--- src/rtl/ula_acc.sv ---
// Accumulator ALU: single-cycle LDA/ADD/SUB/AND/OR/NOT plus bit-serial SHL/SHR.
// Define ULA_OVERFLOW_EN to drive flag_v with signed overflow for ADD/SUB.
module ula_acc #(
    parameter int WIDTH = 8
) (
    input  logic             clk,
    input  logic             reset_n,
    input  logic             start,
    input  logic [2:0]       op,
    input  logic [WIDTH-1:0] b,
    output logic [WIDTH-1:0] acc,
    output logic             busy,
    output logic             done,
    output logic             flag_n,
    output logic             flag_z,
    output logic             flag_c,
    output logic             flag_v
);

    localparam int SHW = $clog2(WIDTH);
    localparam logic [SHW-1:0] CNT_ONE = SHW'(1);

    localparam logic [2:0] OP_LDA = 3'b000;
    localparam logic [2:0] OP_ADD = 3'b001;
    localparam logic [2:0] OP_SUB = 3'b010;
    localparam logic [2:0] OP_AND = 3'b011;
    localparam logic [2:0] OP_OR  = 3'b100;
    localparam logic [2:0] OP_NOT = 3'b101;

    typedef enum logic {
        IDLE  = 1'b0,
        SHIFT = 1'b1
    } state_t;

    state_t           state_reg, state_next;
    logic [WIDTH-1:0] acc_reg, acc_next;
    logic             flag_n_reg, flag_n_next;
    logic             flag_z_reg, flag_z_next;
    logic             flag_c_reg, flag_c_next;
    logic [SHW-1:0]   cnt_reg, cnt_next;
    logic             dir_reg, dir_next;
    logic             done_reg, done_next;

    logic [SHW-1:0]   shamt;
    logic             is_shift_op;
    logic             last_shift;
    logic             is_sub;
    logic [WIDTH-1:0] b_opnd;
    logic [WIDTH:0]   sum;
    logic [WIDTH-1:0] shl_val, shr_val;

    assign shamt       = b[SHW-1:0];
    assign is_shift_op = op[2] & op[1];
    assign last_shift  = (cnt_reg == CNT_ONE);

    // One adder serves both ADD and SUB: SUB is acc + ~b + 1.
    assign is_sub = (op == OP_SUB);
    assign b_opnd = is_sub ? ~b : b;
    assign sum    = {1'b0, acc_reg} + {1'b0, b_opnd} + (WIDTH+1)'(is_sub);

    // One-bit shifted copies of acc, zero-filled at the vacated end.
    for (genvar gi = 0; gi < WIDTH; gi++) begin : g_shift
        if (gi == 0) begin : g_lsb
            assign shl_val[gi] = 1'b0;
        end else begin : g_lsh
            assign shl_val[gi] = acc_reg[gi-1];
        end
        if (gi == WIDTH - 1) begin : g_msb
            assign shr_val[gi] = 1'b0;
        end else begin : g_rsh
            assign shr_val[gi] = acc_reg[gi+1];
        end
    end

    always_ff @(posedge clk or negedge reset_n) begin
        if (!reset_n) begin
            state_reg <= IDLE;
        end else begin
            state_reg <= state_next;
        end
    end

    always_comb begin
        state_next = state_reg;
        case (state_reg)
            IDLE:    if (start && is_shift_op && (shamt != '0)) state_next = SHIFT;
            SHIFT:   if (last_shift) state_next = IDLE;
            default: state_next = IDLE;
        endcase
    end

    always_comb begin
        acc_next    = acc_reg;
        flag_c_next = flag_c_reg;
        cnt_next    = cnt_reg;
        dir_next    = dir_reg;
        done_next   = 1'b0;
        case (state_reg)
            IDLE: begin
                if (start) begin
                    case (op)
                        OP_LDA: begin
                            acc_next    = b;
                            flag_c_next = 1'b0;
                            done_next   = 1'b1;
                        end
                        OP_ADD, OP_SUB: begin
                            acc_next    = sum[WIDTH-1:0];
                            flag_c_next = sum[WIDTH];
                            done_next   = 1'b1;
                        end
                        OP_AND: begin
                            acc_next    = acc_reg & b;
                            flag_c_next = 1'b0;
                            done_next   = 1'b1;
                        end
                        OP_OR: begin
                            acc_next    = acc_reg | b;
                            flag_c_next = 1'b0;
                            done_next   = 1'b1;
                        end
                        OP_NOT: begin
                            acc_next    = ~acc_reg;
                            flag_c_next = 1'b0;
                            done_next   = 1'b1;
                        end
                        default: begin
                            // Zero-count shift completes at once; otherwise latch count and direction.
                            if (shamt == '0) begin
                                done_next = 1'b1;
                            end else begin
                                cnt_next = shamt;
                                dir_next = op[0];
                            end
                        end
                    endcase
                end
            end
            SHIFT: begin
                acc_next    = dir_reg ? shr_val : shl_val;
                flag_c_next = dir_reg ? acc_reg[0] : acc_reg[WIDTH-1];
                cnt_next    = cnt_reg - CNT_ONE;
                done_next   = last_shift;
            end
            default: ;
        endcase
        flag_n_next = acc_next[WIDTH-1];
        flag_z_next = (acc_next == '0);
    end

    always_ff @(posedge clk or negedge reset_n) begin
        if (!reset_n) begin
            acc_reg    <= '0;
            flag_n_reg <= 1'b0;
            flag_z_reg <= 1'b1;
            flag_c_reg <= 1'b0;
            cnt_reg    <= '0;
            dir_reg    <= 1'b0;
            done_reg   <= 1'b0;
        end else begin
            acc_reg    <= acc_next;
            flag_n_reg <= flag_n_next;
            flag_z_reg <= flag_z_next;
            flag_c_reg <= flag_c_next;
            cnt_reg    <= cnt_next;
            dir_reg    <= dir_next;
            done_reg   <= done_next;
        end
    end

`ifdef ULA_OVERFLOW_EN
    logic flag_v_reg, flag_v_next;
    logic ovf;

    // Overflow: operand signs agree (b as presented to the adder) but the sum's sign differs.
    assign ovf = (acc_reg[WIDTH-1] == b_opnd[WIDTH-1]) && (sum[WIDTH-1] != acc_reg[WIDTH-1]);

    always_comb begin
        flag_v_next = flag_v_reg;
        if (state_reg == IDLE) begin
            if (start) begin
                if ((op == OP_ADD) || (op == OP_SUB)) begin
                    flag_v_next = ovf;
                end else if (!(is_shift_op && (shamt != '0))) begin
                    flag_v_next = 1'b0;
                end
            end
        end else if (last_shift) begin
            flag_v_next = 1'b0;
        end
    end

    always_ff @(posedge clk or negedge reset_n) begin
        if (!reset_n) begin
            flag_v_reg <= 1'b0;
        end else begin
            flag_v_reg <= flag_v_next;
        end
    end

    assign flag_v = flag_v_reg;
`else
    assign flag_v = 1'b0;
`endif

    assign acc    = acc_reg;
    assign busy   = (state_reg == SHIFT);
    assign done   = done_reg;
    assign flag_n = flag_n_reg;
    assign flag_z = flag_z_reg;
    assign flag_c = flag_c_reg;

endmodule

--- config.mk ---
export PLATFORM = sky130hd
export DESIGN_NAME = ula_acc
export DESIGN_NICKNAME = d
export VERILOG_FILES = /design/src/rtl/ula_acc.sv
export SDC_FILE = /design/constraint.sdc
export NUM_CORES = 1
export LEC_CHECK = 0
export ABC_AREA = 1
export CAP_MARGIN = 20
export CORE_MARGIN = 10
export CORE_UTILIZATION = 58
export CTS_CLUSTER_SIZE = 24
export DETAILED_ROUTE_END_ITERATION = 6
export PLACE_DENSITY = 0.95
export SKIP_CTS_REPAIR_TIMING = 1
export SYNTH_ARGS = -nofsm -noshare
export SYNTH_HDL_FRONTEND = slang
export SYNTH_SLANG_ARGS = --single-unit
export TNS_END_PERCENT = 20
--- constraint.sdc ---
create_clock -name clk -period 3.2 [get_ports clk]
set_input_delay 0.48 -clock clk [delete_from_list [all_inputs] [get_ports clk]]
set_output_delay 0.48 -clock clk [all_outputs]
set_load 0.01 [all_outputs]
# ---- After elaboration in Yosys (flattened, before gate mapping)
# Cells that the tools add are included.
# W data, S select, Z words.
dict set report op_classes {
  shift 0
  addsub 3
  magnitude_cmp 0
  eq_ne 10
  reduce_logical 12
  bitwise 8
  n_mux 20
  n_mul 0
  div_mod_pow 0
}
# cell n
set ops {}
lappend ops {{$pmux W8 S5} 1}
lappend ops {{$mux W8} 3}
lappend ops {{$not A8 Y8} 2}
lappend ops {{$pmux W8 S2} 1}
lappend ops {{$add A8 B8 Y9} 1}
lappend ops {{$add A9 B1 Y9} 1}
lappend ops {{$mux W3} 3}
lappend ops {{$and A8 B8 Y8} 1}
lappend ops {{$logic_not A8 Y1} 1}
lappend ops {{$or A8 B8 Y8} 1}
lappend ops {{$pmux W1 S2} 4}
lappend ops {{$mux W1} 7}
lappend ops {{$eq A3 B1 Y1 const B} 2}
lappend ops {{$eq A3 B2 Y1 const B} 2}
lappend ops {{$eq A3 B3 Y1 const B} 2}
lappend ops {{$logic_not A3 Y1} 2}
lappend ops {{$ne A2 B2 Y1 const B} 3}
lappend ops {{$pmux W3 S2} 1}
lappend ops {{$reduce_or A6 Y1} 1}
lappend ops {{$reduce_and A4 Y1} 1}
lappend ops {{$reduce_or A4 Y1} 1}
lappend ops {{$ne A3 B2 Y1 const B} 1}
lappend ops {{$not A1 Y1} 3}
lappend ops {{$reduce_and A3 Y1} 1}
lappend ops {{6 further kinds} 7}
dict set report word_totals {
  mem_bits_rw 0
  regBits 17
  latch_bits 0
  rom_bits 0
  n_memories 0
  output_inout_bits 14
}

# ---- Longest topological paths before layout
# Gate-level depths: netlist of run 1.
dict set report logic_depth {
  depth_word 8
  depth_mapped 17
}

# ---- Worst setup path before layout of run 1
# OpenSTA, ideal clock, no wires.
dict set report synth_path {
  path_type {input port to flip-flop}
  from {in op[0]}
  to {reg flag_z_reg, in the netlist flag_z}
  slack_ps 889
  arrival_time_ps 2244
  setup_ps 67
  path_stages 17
  cell_sequence {buf_6 > inv_4 > nand3_4 > xnor2_1 > fa_1 > xor2_1 > nand2_1 > nand2_1 > nand2_1 > nand2_1 > nand2_1 > nand2_1 > nor2_1 > nand2_1 > nor2_1 > nand3_1 > nor2_1}
}
dict set report synth_via {
  elab_chain_cells 8
}
# item line
set synth_lines {}
lappend synth_lines {{start, declared} 9} ;# input logic [2:0] op,
lappend synth_lines {{$eq A3 B2 Y1} {57, 101}}
lappend synth_lines {{$mux W8} 58} ;# assign b_opnd = is_sub ? ~b : b;
lappend synth_lines {{$add A8 B8 Y9} 59} ;# assign sum = {1'b0, acc_reg} + {1'b0, b_opnd} + (WIDTH+1)'(is_sub);
lappend synth_lines {{$add A9 B1 Y9} 59}
lappend synth_lines {{$pmux W8 S5 *} 101} ;# case (op)
lappend synth_lines {{$mux W8 *} 100} ;# if (start) begin
lappend synth_lines {{$pmux W8 S2 *} 98} ;# case (state_reg)
lappend synth_lines {{net acc_next[2]} 36} ;# logic [WIDTH-1:0] acc_reg, acc_next;
lappend synth_lines {{$logic_not A8 Y1 *} 148} ;# flag_z_next = (acc_next == '0);
lappend synth_lines {{net flag_z_next} 38} ;# logic flag_z_reg, flag_z_next;
lappend synth_lines {{end signal, assigned} 163} ;# flag_z_reg <= flag_z_next;
lappend synth_lines {{end, declared} 38}
# Mark *: on every way through the listed nets, which the timed path passes. The rest lies on a longest branch.
# A chain may end at the register's enable or synchronous reset.

# ---- Worst setup path in the final report of run 1
dict set report layout_path {
  from {in op[2]}
  to {reg flag_z_reg, in the netlist flag_z}
}
dict set report layout_via {
  elab_chain_cells 8
}
# item line
set layout_lines {}
lappend layout_lines {{$eq A3 B2 Y1} {57, 101}}
lappend layout_lines {{$mux W8} 58}
lappend layout_lines {{$add A8 B8 Y9} 59}
lappend layout_lines {{$add A9 B1 Y9} 59}
lappend layout_lines {{$pmux W8 S5 *} 101}
lappend layout_lines {{$mux W8 *} 100}
lappend layout_lines {{$pmux W8 S2 *} 98}
lappend layout_lines {{$logic_not A8 Y1 *} 148}
lappend layout_lines {{net flag_z_next} 38}
# Marks and branches as above.

==> reports/qor.yml, run 1 <==
synth:
  syn_inst: 251
  yosysWarnings: 0
  ys_ff_latch: 16
  synth_edf_count: 0
  synthMuxAreaShare_pct: 0.6024
  synthSimpleGateAreaFrac_pct: 31.78
  ys.flop_type: "dfrtp_1"
  avgSynthCellArea_um2: 6.620
  synth_top_family_by_area: "simple AND/OR/NAND/NOR gates"
  synth_xor_xnor_area_share_pct: 4.744
  netlist_area_um2: 1662
  synth_compound_area_share_pct: 16.79
  yosysUniqueCellTypes: 37
  synth_fa_ha_area_share_pct: 9.488
  async_flop_share_pct: 100.0
  yosysSeqAreaShare_pct: 24.17
  syn_nets: 277
sta:
  post-route-min-period_ps: 2761
  fin_setup_tns_ps: 0
  final_hold_viol_count: 0
  slew_violations: 0
  setup_viol: 0
  fin_crit_sh_pct: 86.27
  worst_slew_pin_slew_ps: 642.4
  finClkSkew_ps: 3.593
  relSlewSlack_pct: 57.04
  rsz0062_at_grt: "false"
  clock.fmax_mhz: 362.2
power_and_ir_drop:
  finalPower_mw: 1.479
  power_leakage_nw: 1.022
  ir_worst_vdd_mv: 0.7034
  power_density_nw_per_um2: 756.2
drt:
  first_pass_iters: 5
  route.detailed.wl_per_inst_um: 13.52
  totalWireLength_mm: 4.163
  routed_via_density: 5.597
  drcViolationCount: 0
  ant_nets: 0
  first_iter_violations: 154
  vias: 1724
worst_setup_path:
  crit_type: "in -> reg"
  r2r_start: "acc[0]"
  required_ps: 3420
  reg2reg_slack_ps: 850
  arrival_ps: 2980
  worstSetupStartpointType: "primary input"
  cp_max_fo: 10
  r2r_cells: 16
  crit_path_end_kind: "flip-flop"
  r2r_end: "flag_z"
place:
  io_buffers: 26
  place.gp.congestion: 1.011
  placedCellCount: 304
  dpl-instance-area_um2: 1929
  dp_hpwl_mm: 3.360
hold_path:
  hp-start: "dir_reg"
  hold_end: "dir_reg"
  hp-class: "reg -> reg"
  holdPathStages: 1
clock_tree:
  cts_num_sinks: 16
  path_clk_slew_ps: 80
  clockBufferDepth: 2
  h-tree-depth: 1
  root_buffer: "clkbuf_4"
  cts_inserted_buffers: 3
  insertion_delay_ps: 280
  cts_tree: "done"
outcome:
  status: "complete, no violations"
layout:
  nNetsFinal: 304
  finalInstanceArea_um2: 1956
  fillers: 228
  layout-drive-gt1-share_pct: 5.776
  final_cells: 308
  layout_common_cells: "65 x nand2_1, 38 x inv_1, 26 x clkdlybuf4s50_1"
  largest_reg_flops: 8
  fin_util_pct: 70.92
  area_growth_pct: 17.70
  antenna-diode-count: 0
  final_common_cell: "nand2_1"
floorplanning:
  start_util_pct: 60.25
  dieArea_um2: 5406
  rows: 19
  die_w_um: 73.53
  io_pins: 28
  core_um2: 2758
  die_height_um: 73.53
global_routing:
  grt_max_degree: 17
  overflow: 0
  grt_util_all_layers_pct: 15.70
  grt_pass1_vias: 1609
  antenna_found_initial: 0
  grt_pass1_wl_mm: 7.113
job:
  drv_cap: 0
metrics by stage:
step                worst slack [ps]  hold slack [ps]
floorplan                      889.0            184.4
global placement               261.1            513.5
detailed placement             182.0            520.6
CTS                            445.9            542.3
global route                   196.5            561.6
finish                         439.3            536.3
layer usage:
| metal | vias up | track usage (%) | wire length [µm] | part of all wire [%] |
|---|---|---|---|---|
| met1 | 773 | 21.12 | 1825 | 44 |
| met5 | - | 0 | 0 | 0 |
| met4 | 0 | 5.797 | 65 | 1.6 |
| met3 | 7 | 1.750 | 311 | 7.5 |
| met2 | 75 | 25.00 | 1960 | 47 |
| li1 | 869 | - | - | - |
worst max-delay path, stage by stage:
cell	delay [ps]
clkdlybuf4s50_1	480
inv_2	150
nand3_4	180
xor2_1	200
ha_1	380
a21oi_1	120
or2_2	300
nand3_1	70
nand2_1	70
nand3_1	90
nand2_1	60
a21oi_1	200
nand3_1	110
nor2_1	100
how the worst max path moves through the flow:
stage	startpoint	to	slack (ps)	depth (start not counted)
after floorplan	op[0]	flag_z	890	17
after global placement	op[2]	flag_z	260	14
after detailed placement	op[2]	flag_z	180	14
after CTS	op[2]	flag_z	450	17
after global routing	op[2]	flag_z	200	14
final	op[2]	flag_z	440	14
synth_stat cells, drive strengths merged, types with 2 or more instances:
cell type / n / area (µm²)
a21boi: 2 / 15.01
nand3: 19 / 117.6
a31oi: 2 / 12.51
inv: 41 / 156.4
o22ai: 4 / 25.02
a221oi: 3 / 26.28
buf: 5 / 42.53
ha: 11 / 137.6
xor2: 8 / 70.07
nor2: 22 / 90.09
nand2: 67 / 261.5
nor3: 4 / 20.02
a22oi: 2 / 15.01
o21ai: 9 / 45.04
a21oi: 19 / 95.09
o211ai: 4 / 30.03
dfrtp: 15 / 375.4
nand4: 4 / 25.02
power by group:
group	switching (mW)	internal, mW	total, mW	leakage, nW
Clock	0.0554	0.0484	0.104	0.0150
Combinational	0.527	0.411	0.938	0.813
Sequential	0.134	0.303	0.437	0.194
final cells by class:
cell class                      count  area [µm²]  share of cell area [%]
Tap cell                           31       38.79                   1.983
Timing Repair Buffer               28       275.3                   14.08
Clock buffer                        4       26.28                   1.344
Sequential cell                    16       401.6                   20.54
Inverter                           41       156.4                   7.997
Multi-Input combinational cell    188        1057                   54.06
cells by family (layout without fill, tap and decap cells):
kind of cell | after synthesis | count (layout)
compound gates | 47 | 47
simple gates | 118 | 118
flops | 16 | 16
xor+xnor | 9 | 9
other cells | 1 | 1
fa+ha+maj | 12 | 12
buf+inv | 47 | 73
mux | 1 | 1
(Power assumes the default switching activity.)
==> run 2, diff against run 1 <==
--- a/config.mk
+++ b/config.mk
@@ -11,6 +11,7 @@
 export CORE_UTILIZATION = 58
 export CTS_CLUSTER_SIZE = 24
 export DETAILED_ROUTE_END_ITERATION = 6
+export GPL_TIMING_DRIVEN = 1
 export PLACE_DENSITY = 0.95
 export SKIP_CTS_REPAIR_TIMING = 1
 export SYNTH_ARGS = -nofsm -noshare
==> results of run 2 <==
Final layout, timing and power as in run 1 (identical DEF).
